===== config.mk =====
export PLATFORM = sky130hd
export DESIGN_NAME = wb_arbiter
export DESIGN_NICKNAME = d
export VERILOG_FILES = /design/src/rtl/wb_arbiter.sv
export SDC_FILE = /design/constraint.sdc
export NUM_CORES = 1
export LEC_CHECK = 0
export BUFFER_PORTS_ARGS = -buffer_cell sky130_fd_sc_hd__buf_4
export CORE_MARGIN = 4
export CORE_UTILIZATION = 63
export CTS_CLUSTER_DIAMETER = 100
export DETAILED_ROUTE_END_ITERATION = 8
export HOLD_SLACK_MARGIN = 0.1
export PLACE_DENSITY = 0.86
export SLEW_MARGIN = 10
export SYNTH_ARGS = -nofsm -noshare
export SYNTH_HDL_FRONTEND = slang
export SYNTH_SLANG_ARGS = --single-unit

===== constraint.sdc =====
create_clock -name clk -period 17.75 [get_ports clk]
set_input_delay 1.775 -clock clk [delete_from_list [all_inputs] [get_ports clk]]
set_output_delay 1.775 -clock clk [all_outputs]
set_load 0.03 [all_outputs]

===== src/rtl/wb_arbiter.sv =====
// Writeback arbiter: accepts ALU and mul/div results into a small in-order FIFO
// and retires one entry per cycle to the register file, with source busy flags.
module wb_arbiter #(
    parameter int DEPTH  = 4,
    parameter int DATA_W = 32,
    parameter int ADDR_W = 5
) (
    input  logic                     clk,
    input  logic                     rst,
    input  logic                     alu_valid,
    input  logic [ADDR_W-1:0]        alu_addr,
    input  logic [DATA_W-1:0]        alu_data,
    output logic                     alu_ready,
    input  logic                     md_valid,
    input  logic [ADDR_W-1:0]        md_addr,
    input  logic [DATA_W-1:0]        md_data,
    output logic                     md_ready,
    output logic                     rf_we,
    output logic [ADDR_W-1:0]        rf_addr,
    output logic [DATA_W-1:0]        rf_data,
    input  logic [ADDR_W-1:0]        q_addr_a,
    input  logic [ADDR_W-1:0]        q_addr_b,
    output logic                     busy_a,
    output logic                     busy_b,
    output logic [$clog2(DEPTH):0]   count,
    output logic                     empty
);
    localparam int PW = $clog2(DEPTH);
    localparam int CW = PW + 1;

    logic [ADDR_W-1:0] addr_mem_r [DEPTH];
    logic [DATA_W-1:0] data_mem_r [DEPTH];
    logic [PW-1:0]     rd_ptr_r;
    logic [PW-1:0]     wr_ptr_r;
    logic [CW-1:0]     count_r;
    logic              rf_we_r;
    logic [ADDR_W-1:0] rf_addr_r;
    logic [DATA_W-1:0] rf_data_r;

    logic [CW-1:0]     free_s;
    logic              alu_push_s;
    logic              md_push_s;
    logic              pop_s;
    logic [PW-1:0]     md_slot_s;
    logic              hit_a_s;
    logic              hit_b_s;

    // Credit comes from the registered count only, so a pop in the same cycle
    // never frees a slot for an incoming offer.
    assign free_s    = CW'(DEPTH) - count_r;
    assign md_ready  = (free_s >= CW'(1));
    assign alu_ready = (free_s >= CW'(2)) || ((free_s == CW'(1)) && !md_valid);

    // Register 0 writes complete the handshake but never occupy a slot.
    assign alu_push_s = alu_valid && alu_ready && (alu_addr != {ADDR_W{1'b0}});
    assign md_push_s  = md_valid && md_ready && (md_addr != {ADDR_W{1'b0}});
    assign pop_s      = (count_r != {CW{1'b0}});
    assign md_slot_s  = wr_ptr_r + PW'(alu_push_s);

    // FIFO storage: ALU entry lands first, mul/div right behind it.
    always_ff @(posedge clk or posedge rst) begin
        if (rst) begin
            for (int i = 0; i < DEPTH; i++) begin
                addr_mem_r[i] <= {ADDR_W{1'b0}};
                data_mem_r[i] <= {DATA_W{1'b0}};
            end
        end else begin
            if (alu_push_s) begin
                addr_mem_r[wr_ptr_r] <= alu_addr;
                data_mem_r[wr_ptr_r] <= alu_data;
            end
            if (md_push_s) begin
                addr_mem_r[md_slot_s] <= md_addr;
                data_mem_r[md_slot_s] <= md_data;
            end
        end
    end

    // Pointers, occupancy and the registered register-file write port.
    always_ff @(posedge clk or posedge rst) begin
        if (rst) begin
            rd_ptr_r  <= {PW{1'b0}};
            wr_ptr_r  <= {PW{1'b0}};
            count_r   <= {CW{1'b0}};
            rf_we_r   <= 1'b0;
            rf_addr_r <= {ADDR_W{1'b0}};
            rf_data_r <= {DATA_W{1'b0}};
        end else begin
            wr_ptr_r <= wr_ptr_r + PW'(alu_push_s) + PW'(md_push_s);
            count_r  <= count_r + CW'(alu_push_s) + CW'(md_push_s) - CW'(pop_s);
            if (pop_s) begin
                rd_ptr_r  <= rd_ptr_r + PW'(1);
                rf_we_r   <= 1'b1;
                rf_addr_r <= addr_mem_r[rd_ptr_r];
                rf_data_r <= data_mem_r[rd_ptr_r];
            end else begin
                rf_we_r   <= 1'b0;
            end
        end
    end

    // Match decode sources against every occupied FIFO slot.
    always_comb begin
        hit_a_s = 1'b0;
        hit_b_s = 1'b0;
        for (int i = 0; i < DEPTH; i++) begin
            if ({1'b0, PW'(i) - rd_ptr_r} < count_r) begin
                if (addr_mem_r[i] == q_addr_a) begin
                    hit_a_s = 1'b1;
                end else begin
                    hit_a_s = hit_a_s;
                end
                if (addr_mem_r[i] == q_addr_b) begin
                    hit_b_s = 1'b1;
                end else begin
                    hit_b_s = hit_b_s;
                end
            end else begin
                hit_a_s = hit_a_s;
                hit_b_s = hit_b_s;
            end
        end
    end

    assign busy_a = (q_addr_a != {ADDR_W{1'b0}}) &&
                    (hit_a_s || (rf_we_r && (rf_addr_r == q_addr_a)));
    assign busy_b = (q_addr_b != {ADDR_W{1'b0}}) &&
                    (hit_b_s || (rf_we_r && (rf_addr_r == q_addr_b)));

    assign rf_we   = rf_we_r;
    assign rf_addr = rf_addr_r;
    assign rf_data = rf_data_r;
    assign count   = count_r;
    assign empty   = (count_r == {CW{1'b0}});
endmodule


# Word-level counts from Yosys, hierarchy flattened
# Index checks and enable logic that the tools add are counted.
totals:
  register_bits: 193
  in_bits: 88
  elab_cells: 110
  out_inout_bits: 46
classes:
  eq_ne: 11
  n_reduce_logical: 21
  n_addsub: 11
  order_cmp: 11
  muxes: 39
  bitwise_logic: 3
ops:
  columns: ["operator", "n"]
  rows:
  - ["$bwmux 128", 2]
  - ["$mux 128", 2]
  - ["$demux 32 s2", 2]
  - ["$mux 32", 4]
  - ["$bmux 32 s2", 1]
  - ["$eq 5x5->1", 10]
  - ["$bwmux 20", 2]
  - ["$mux 20", 2]
  - ["$demux 5 s2", 2]
  - ["$mux 5", 4]
  - ["$reduce_bool 5->1", 4]
  - ["$mux 1", 17]
  - ["$lt 2x3->1", 4]
  - ["$logic_and 1x1->1", 11]
  - ["$bmux 5 s2", 1]
  - ["$ge 3x3->1 const B", 3]
  - ["$not 2->3", 3]
  - ["$add 3x1->3", 2]
  - ["$lt 3x1->1 const B", 2]
  - ["$add 2x1->2", 2]
  - ["$sub 1x2->2 const A", 2]
  - ["$sub 2x2->2 const A", 2]
  - ["$eq 3x1->1 const B", 1]
  - ["$ge 3x1->1 const B", 1]
  - ["other kinds (8)", 10]

# Logic depth before layout (Yosys ltp)
# Gate-level depths: netlist (run 1).
depth:
  depth_word: 14
  ltp_mapped: 15
  mapped_depth_nobuf: 13

# Worst setup path after synthesis (run 1)
# Ideal clock, no wire load.
synth_path:
  path_kind: "in2out"
  startpoint: "in q_addr_b[0]"
  endpoint: "out busy_b"
  arrival_time_ns: 3.126
  t_required_ns: 15.975
  stages: 6
  setup_slack_ns: 12.849
  cell_sequence: "clkbuf_1 -> xnor2_1 -> nand3_1 -> or4_1 -> nand4_1 -> o22a_1"
synth_between:
  elab_chain_len: 11
  elab_cells_between_ends: 17
synth_rtl:
  columns: ["element", "line", "rtl"]
  rows:
  - ["start, declared", "22", "input logic [ADDR_W-1:0] q_addr_b,"]
  - ["$eq 5x5->1", "113", "if (addr_mem_r[i] == q_addr_b) begin"]
  - ["$mux 1", "113", null]
  - ["$mux 1", "107", "if ({1'b0, PW'(i) - rd_ptr_r} < count_r) begin"]
  - ["$mux 1", "113", null]
  - ["$mux 1", "107", null]
  - ["$mux 1", "113", null]
  - ["$mux 1", "107", null]
  - ["$mux 1", "113", null]
  - ["$mux 1", "107", null]
  - ["$logic_or 1x1->1", "128", "(hit_b_s || (rf_we_r && (rf_addr_r == q_addr_b)));"]
  - ["$logic_and 1x1->1 (*)", "127", "assign busy_b = (q_addr_b != {ADDR_W{1'b0}}) &&"]
  - ["end, declared", "24", "output logic busy_b,"]
# Mark *: on every way between the ends. The rest lies on a longest branch, timed or not.

# Final worst setup path (run 1)
layout_path:
  startpoint: "in alu_addr[0]"
  endpoint: "reg data_mem_r[78] in the netlist's numbering"
layout_between:
  elab_chain_len: 10
  elab_cells_between_ends: 12
layout_rtl:
  columns: ["element", "line", "rtl"]
  rows:
  - ["start, declared", "11", "input logic [ADDR_W-1:0] alu_addr,"]
  - ["$reduce_bool 5->1 (*)", "55", "assign alu_push_s = alu_valid && alu_ready && (alu_addr != {ADDR_W{1'b0}});"]
  - ["$logic_and 1x1->1 (*)", "55", null]
  - ["$add 2x1->2", "58", "assign md_slot_s = wr_ptr_r + PW'(alu_push_s);"]
  - ["$not 2->3 (not written as such)", "74", "data_mem_r[md_slot_s] <= md_data;"]
  - ["$ge 3x3->1 (not written as such) or $lt 3x1->1 (tied branches)", "74", null]
  - ["$logic_and 1x1->1 (not written as such)", "74", null]
  - ["$mux 32 (not written as such)", "74", null]
  - ["$demux 32 s2", "74", null]
  - ["$bwmux 128", "74", null]
  - ["$mux 128 (*)", "72", "if (md_push_s) begin"]
  - ["end signal, assigned by index", "65", "data_mem_r[i] <= {DATA_W{1'b0}};"]
  - ["end signal, assigned by index", "70", "data_mem_r[wr_ptr_r] <= alu_data;"]
  - ["end signal, assigned by index", "74", null]
  - ["end, declared", "32", "logic [DATA_W-1:0] data_mem_r [DEPTH];"]
# Marked as above.
# A chain may end at the register's enable or synchronous reset.

==> run summary, run 1 <==
Max Fanout on Critical Path: 56
Core area: 16470 um2
Detail Route Antenna Nets: 0
Synth area leader: dfrtp_1
Period utilisation layout: 27.79%
Metal-1 WL: 10210 um
Diode count: 0
Commonest non-fill, non-tap cell in the layout: nand2_1
Final hold viol count: 0
Die X-Extent: 137.3 um
F_max: 0.2027 GHz
Seq/Total Area, Yosys: 45.87%
Post-synth EDFFs: 0
Layout Nets: 1191
Reg clk slew, reported paths: 60 ps
RSZ-0062 raised after global routing: no
Post-CTS setup buffer count: 0
Post-synthesis area per instance: 10.52 um2
Post-CTS Hold Buffers: 0
Routed length on met2: 13040 um
Crit. End Element: register
Starting Density: 63.95%
Total GRT Usage: 28.49%
WP buf/inv: 4
Synth-to-Final Area Change: 14.28%
Pwr dens: 208.2 nW/um2
H-tree lvl count: 4
Largest cells by area after synthesis: dfrtp_1 (46%), mux2i_1 (14%), nand2_1 (9.3%), mux4_2 (7.9%), o21ai_1 (6.7%)
CP cell instances: buf_4 -> or4_4 -> o21a_4 -> nand2_1 -> inv_1 -> ha_1 -> xnor2_1 -> inv_2 -> nor3_2 -> buf_4 -> o21ai_1
WL/cell: 19.38 um
CP max stage delay: 830 ps
Wire length on met3: 1843 um
Design Power: 2505 uW
Critical Path RT: 18040 ps
Yosys cell types: 42
CP dominant cell by count: buf_4
Clk root buf: clkbuf_16
Placed Area: 11430 um2
# Max-Cap Violations: 0
CTS tree: built
Synth Register Bits: 193
Syn Nets: 1102
Arrival time at the worst endpoint: 5230 ps
Sink Count: 193
Site Rows: 47
Crit Path Category: primary input to register
Share of layout cells above drive strength 1: 21.09%
Syn Std Cell Area: 10530 um2
Outcome: completed
Largest net degree at the start of global routing: 138
Die span in y: 137.3 um
Post-synthesis instance total: 1001
1st-iter DRT viols: 618
PortBufs: 133
Die area: 18850 um2
Yosys top cell area share: 45.87%
Via count: 7950
Clk buf depth: 2
Finished Cell Area: 12030 um2
Worst Setup Start Kind: primary input
Post-synth top flop: dfrtp_1
Initial antenna violation count: 0
Final setup fails: 0
Worst-Skew Late Latency: 440 ps
Peak VDD IR: 0.1081 mV
First-pass GRT wire length: 41340 um
Resized cells post-CTS: 0
Drt pass-1 iters: 5
Tmin final: 4933 ps
Highest-count cells in the layout ignoring fill and taps: nand2_1 (261), dfrtp_1 (191), mux2i_1 (148), buf_4 (145), o21ai_1 (142)
DPL Wire Length: 15800 um
Family with the most delay on the worst path: simple AND/OR/NAND/NOR gates
Leak: 0.006131 uW
Worst path slowest cell: nor3_2
Ys Warns: 0
Total Wirelength: 25580 um
Hold slack: 471.5 ps
Ys async rst share: 100.0%
Cts bufs inserted: 17
Highest metal used: met4
Final setup skew: 9.354 ps
Slew HR: 26.71%
Vias in the first global route: 8128
Worst-Margin Slew: 1098 ps
Routability congestion estimate: 0.9420
Drt drc: 0
Setup_tns: 0 ps
Final Max Slew Viols: 0
Hold Path Class: register to register
Vias per cell: 6.023
GR Overflow Total: 0
I/O Pins: 134
==> worst min-delay path, cell delays in order, from the launching register on <==
cell and delay [ps]:
dfrtp_1 340, nand2_1 50, nand2_1 40
==> cells in the mapped netlist (5+ instances only) <==
| master | number |
|---|---|
| buf_1 | 5 |
| buf_12 | 10 |
| buf_2 | 18 |
| clkbuf_1 | 36 |
| dfrtp_1 | 193 |
| ha_1 | 12 |
| inv_1 | 12 |
| mux2i_1 | 148 |
| mux4_2 | 37 |
| nand2_1 | 261 |
| nand3_1 | 5 |
| nor2_1 | 5 |
| nor3_1 | 9 |
| o21ai_1 | 142 |
| o21ai_2 | 7 |
| xnor2_1 | 23 |
| xor2_1 | 35 |
==> sequential cells by signal, indices dropped and copies added, names as in the netlist <==
| signal | cells |
|---|---|
| rd_ptr_r | 2 |
| data_mem_r | 128 |
| rf_data | 32 |
| count | 3 |
| wr_ptr_r | 2 |
| addr_mem_r | 20 |
| rf_we | 1 |
| rf_addr | 5 |
==> report_power, final <==
| group | internal, uW | switching (uW) |
|---|---|---|
| combinational | 559 | 708 |
| sequential | 674 | 163 |
| clock | 239 | 161 |
==> stage by stage <==
step / setup slack, ps / instances / utilization (%)
floorplan: 10720 / 1001 / -
global placement: 12560 / 1291 / 69.41
detailed placement: 12410 / 1291 / 69.41
CTS: 12820 / 1320 / 73.09
global route: 12580 / 1320 / 73.09
finish: 12820 / 1320 / 73.09
==> final timing paths <==
path	start	endpoint	slack, ps	cells past startpoint
max in group asynchronous	rst	rd_ptr_r[1]$_DFFE_PP0N_	14900	3
max	alu_addr[0]	data_mem_r[78]$_DFF_PP0_	12820	11
min reg2reg	rf_data[3]$_DFFE_PP0N_	rf_data[3]$_DFFE_PP0N_	470	2
min in group asynchronous	rst	data_mem_r[24]$_DFF_PP0_	1540	2
min	rf_data[3]$_DFFE_PP0N_	rf_data[3]$_DFFE_PP0N_	470	2
max reg2reg	count[1]$_DFF_PP0_	data_mem_r[78]$_DFF_PP0_	13440	13
==> layer usage <==
metal,global-route usage [%],up-vias
li1,-,3627
met1,36.71,3971
met2,48.50,304
met3,5.844,48
met4,9.479,0
met5,0,-
==> area by class of cell <==
type / count / area (um2)
Fill cell: 1199 / 4432
Timing Repair Buffer: 145 / 1089
Tap cell: 220 / 275.3
Clock inverter: 4 / 98.84
Clock buffer: 25 / 505.5
Sequential cell: 193 / 4832
Multi-Input combinational cell: 720 / 5177
Inverter: 13 / 56.30
==> cell families (layout without fill, tap and decap cells) <==
kind of cell	after synthesis	in the layout	share of synthesized area, %
muxes	185	185	21.98
DFF	193	193	45.87
buffers and inverters	88	187	5.430
xor gates and xnor gates	58	58	4.824
AOI/OAI and AO/OA	163	163	8.448
and+or+nand+nor	301	301	11.83
adders and majority gates	13	13	1.616
(Power assumes the default switching activity.)
==> run 2, diff against run 1 <==
--- a/config.mk
+++ b/config.mk
@@ -7,11 +7,11 @@
 export LEC_CHECK = 0
 export BUFFER_PORTS_ARGS = -buffer_cell sky130_fd_sc_hd__buf_4
 export CORE_MARGIN = 4
-export CORE_UTILIZATION = 63
+export CORE_UTILIZATION = 53
 export CTS_CLUSTER_DIAMETER = 100
 export DETAILED_ROUTE_END_ITERATION = 8
 export HOLD_SLACK_MARGIN = 0.1
-export PLACE_DENSITY = 0.86
+export PLACE_DENSITY = 0.77
 export SLEW_MARGIN = 10
 export SYNTH_ARGS = -nofsm -noshare
 export SYNTH_HDL_FRONTEND = slang
==> constraint.sdc (replaced) <==
create_clock -name clk -period 4.5 [get_ports clk]
set_input_delay 0.45 -clock clk [delete_from_list [all_inputs] [get_ports clk]]
set_output_delay 0.45 -clock clk [all_outputs]
set_load 0.03 [all_outputs]
==> run 2 against run 1 <==
Hold slack worse by 220 ps. Clock skew about the same. Worst setup slack worse by 12000 ps.
==> run summary, run 2 (same netlist as run 1, synthesis figures left out) <==
Tmin final: 3412 ps
Largest net degree at the start of global routing: 144
Crit. End Element: register
Critical Path RT: 4810 ps
Placed insts: 1342
Diode count: 0
Commonest non-fill, non-tap cell in the layout: nand2_1
Post-Place Worst Slack: 1158 ps
# Max-Cap Violations: 0
Drt drc: 0
Slew HR: 30.26%
Placed Area: 11540 um2
Worst Setup Start Kind: register
Final Max Slew Viols: 0
Leak: 0.006162 uW
Via count: 7659
First-pass GRT wire length: 42100 um
Total Wirelength: 25450 um
Final setup fails: 0
CTS tree: built
Finished Cell Area: 12150 um2
Sink Count: 193
Wire length on met3: 1380 um
Crit Path Category: register to register
Metal-1 WL: 11180 um
Design Power: 9808 uW
Cts bufs inserted: 17
Vias in the first global route: 8086
I/O Pins: 134
Share of layout cells above drive strength 1: 21.98%
Peak VDD IR: 0.4008 mV
Hold Path Class: primary input to register
Fillers: 1650
Routability congestion estimate: 0.8941
Clk root buf: clkbuf_16
Core area: 19530 um2
Die area: 22190 um2
GR Overflow Total: 0
Initial antenna violation count: 0
Setup_tns: 0 ps
Detail Route Antenna Nets: 0
Max reg flops: 128
F_max: 0.2931 GHz
Final setup skew: 9.236 ps
Final Non-Filler Cells: 1375
Period utilisation layout: 75.82%
Reg2reg setup slack: 1090 ps
Arrival time at the worst endpoint: 3720 ps
Total GRT Usage: 23.94%
Sequential cell area: 4832 um2
Die span in y: 149.0 um
Synth-to-Final Area Change: 15.41%
RSZ-0062 raised after global routing: no
PnR worst setup slack: 1088 ps
H-tree lvl count: 4
Reg clk slew, reported paths: 70 ps
PortBufs: 133
Site Rows: 51
Clk buf depth: 2
Routed length on met2: 12620 um
Drt pass-1 iters: 5
Highest metal used: met4
Final hold viol count: 0
Vias per cell: 5.570
1st-iter DRT viols: 459
Pwr dens: 807.0 nW/um2
WL/cell: 18.51 um
Worst-Margin Slew: 1044 ps
Top reg by flops: data_mem_r
Starting Density: 53.93%
DPL Wire Length: 16320 um
Highest-count cells in the layout ignoring fill and taps: nand2_1 (261), dfrtp_1 (191), buf_4 (150), mux2i_1 (148), o21ai_1 (142)
Multi-input gate area: 5177 um2
Layout Nets: 1198
Max Fanout on Critical Path: 44
Outcome: completed
Die X-Extent: 149.0 um
Worst-Skew Late Latency: 440 ps
==> run 2: cell count changes in the layout (fill, tap and decap cells not counted), sizes merged <==
cell	change
dlygate4sd3	+1
clkinvlp	+3
bufinv	-1
clkinv	+3
inv	+4
clkbuf	-6
buf	+6
==> run 2: routing by layer <==
layer  track usage [%]  up-vias
met5                 0        -
met4             5.950        0
met3             4.284       21
met2             40.48      220
met1             32.35     3779
li1                  -     3639
==> run 2: layout make-up <==
| class | count | share of cell area, % |
|---|---|---|
| multi-input combinational | 720 | 42.60 |
| sequential | 193 | 39.76 |
| timing repair buffer | 152 | 9.513 |
| clock buffer | 19 | 3.727 |
| tap | 265 | 2.728 |
| clock inverter | 13 | 1.235 |
| inverter | 13 | 0.4324 |
==> run 2: stage by stage <==
step | util [%] | hold slack (ps)
6_report | 62.24 | 248.3
5_1_grt | 62.24 | 247.9
4_1_cts | 62.24 | 237.5
3_5_place_dp | 59.10 | 342.1
3_3_place_gp | 59.10 | 341.0
2_1_floorplan | - | 512.9
==> run 2: power breakdown <==
part           internal [uW]  leakage, uW  switching (uW)
logic                   2210      0.00350            2780
clock network            863     0.000296             699
registers               2660      0.00236             599
==> run 2: worst paths after layout <==
kind,cells after the start,endpoint,from
min in group asynchronous,3,data_mem_r[22]$_DFF_PP0_,rst
worst min-delay path,3,data_mem_r[31]$_DFF_PP0_,md_data[31]
worst max register to register,13,data_mem_r[89]$_DFF_PP0_,count[0]$_DFF_PP0_
max in group asynchronous,4,addr_mem_r[14]$_DFF_PP0_,rst
worst min register to register,2,rf_data[8]$_DFFE_PP0N_,rf_data[8]$_DFFE_PP0N_
worst max-delay path,13,data_mem_r[89]$_DFF_PP0_,count[0]$_DFF_PP0_
==> run 2: critical path, stage by stage, from the launching register on <==
cell     delay (ps)
dfrtp_1         500
inv_1           120
ha_1            220
ha_2            320
nor3b_1         220
o21ai_2         190
nand2_1         130
inv_1            50
ha_1            180
xnor2_1         470
inv_2            90
nor3_2          200
buf_4           440
o21ai_1         140
==> run 2: what timing repair did <==
action	CTS	global route
hold buffers	1	0
setup buffers	0	0
endpoints found under the hold margin	1	0
gates resized for setup	0	0
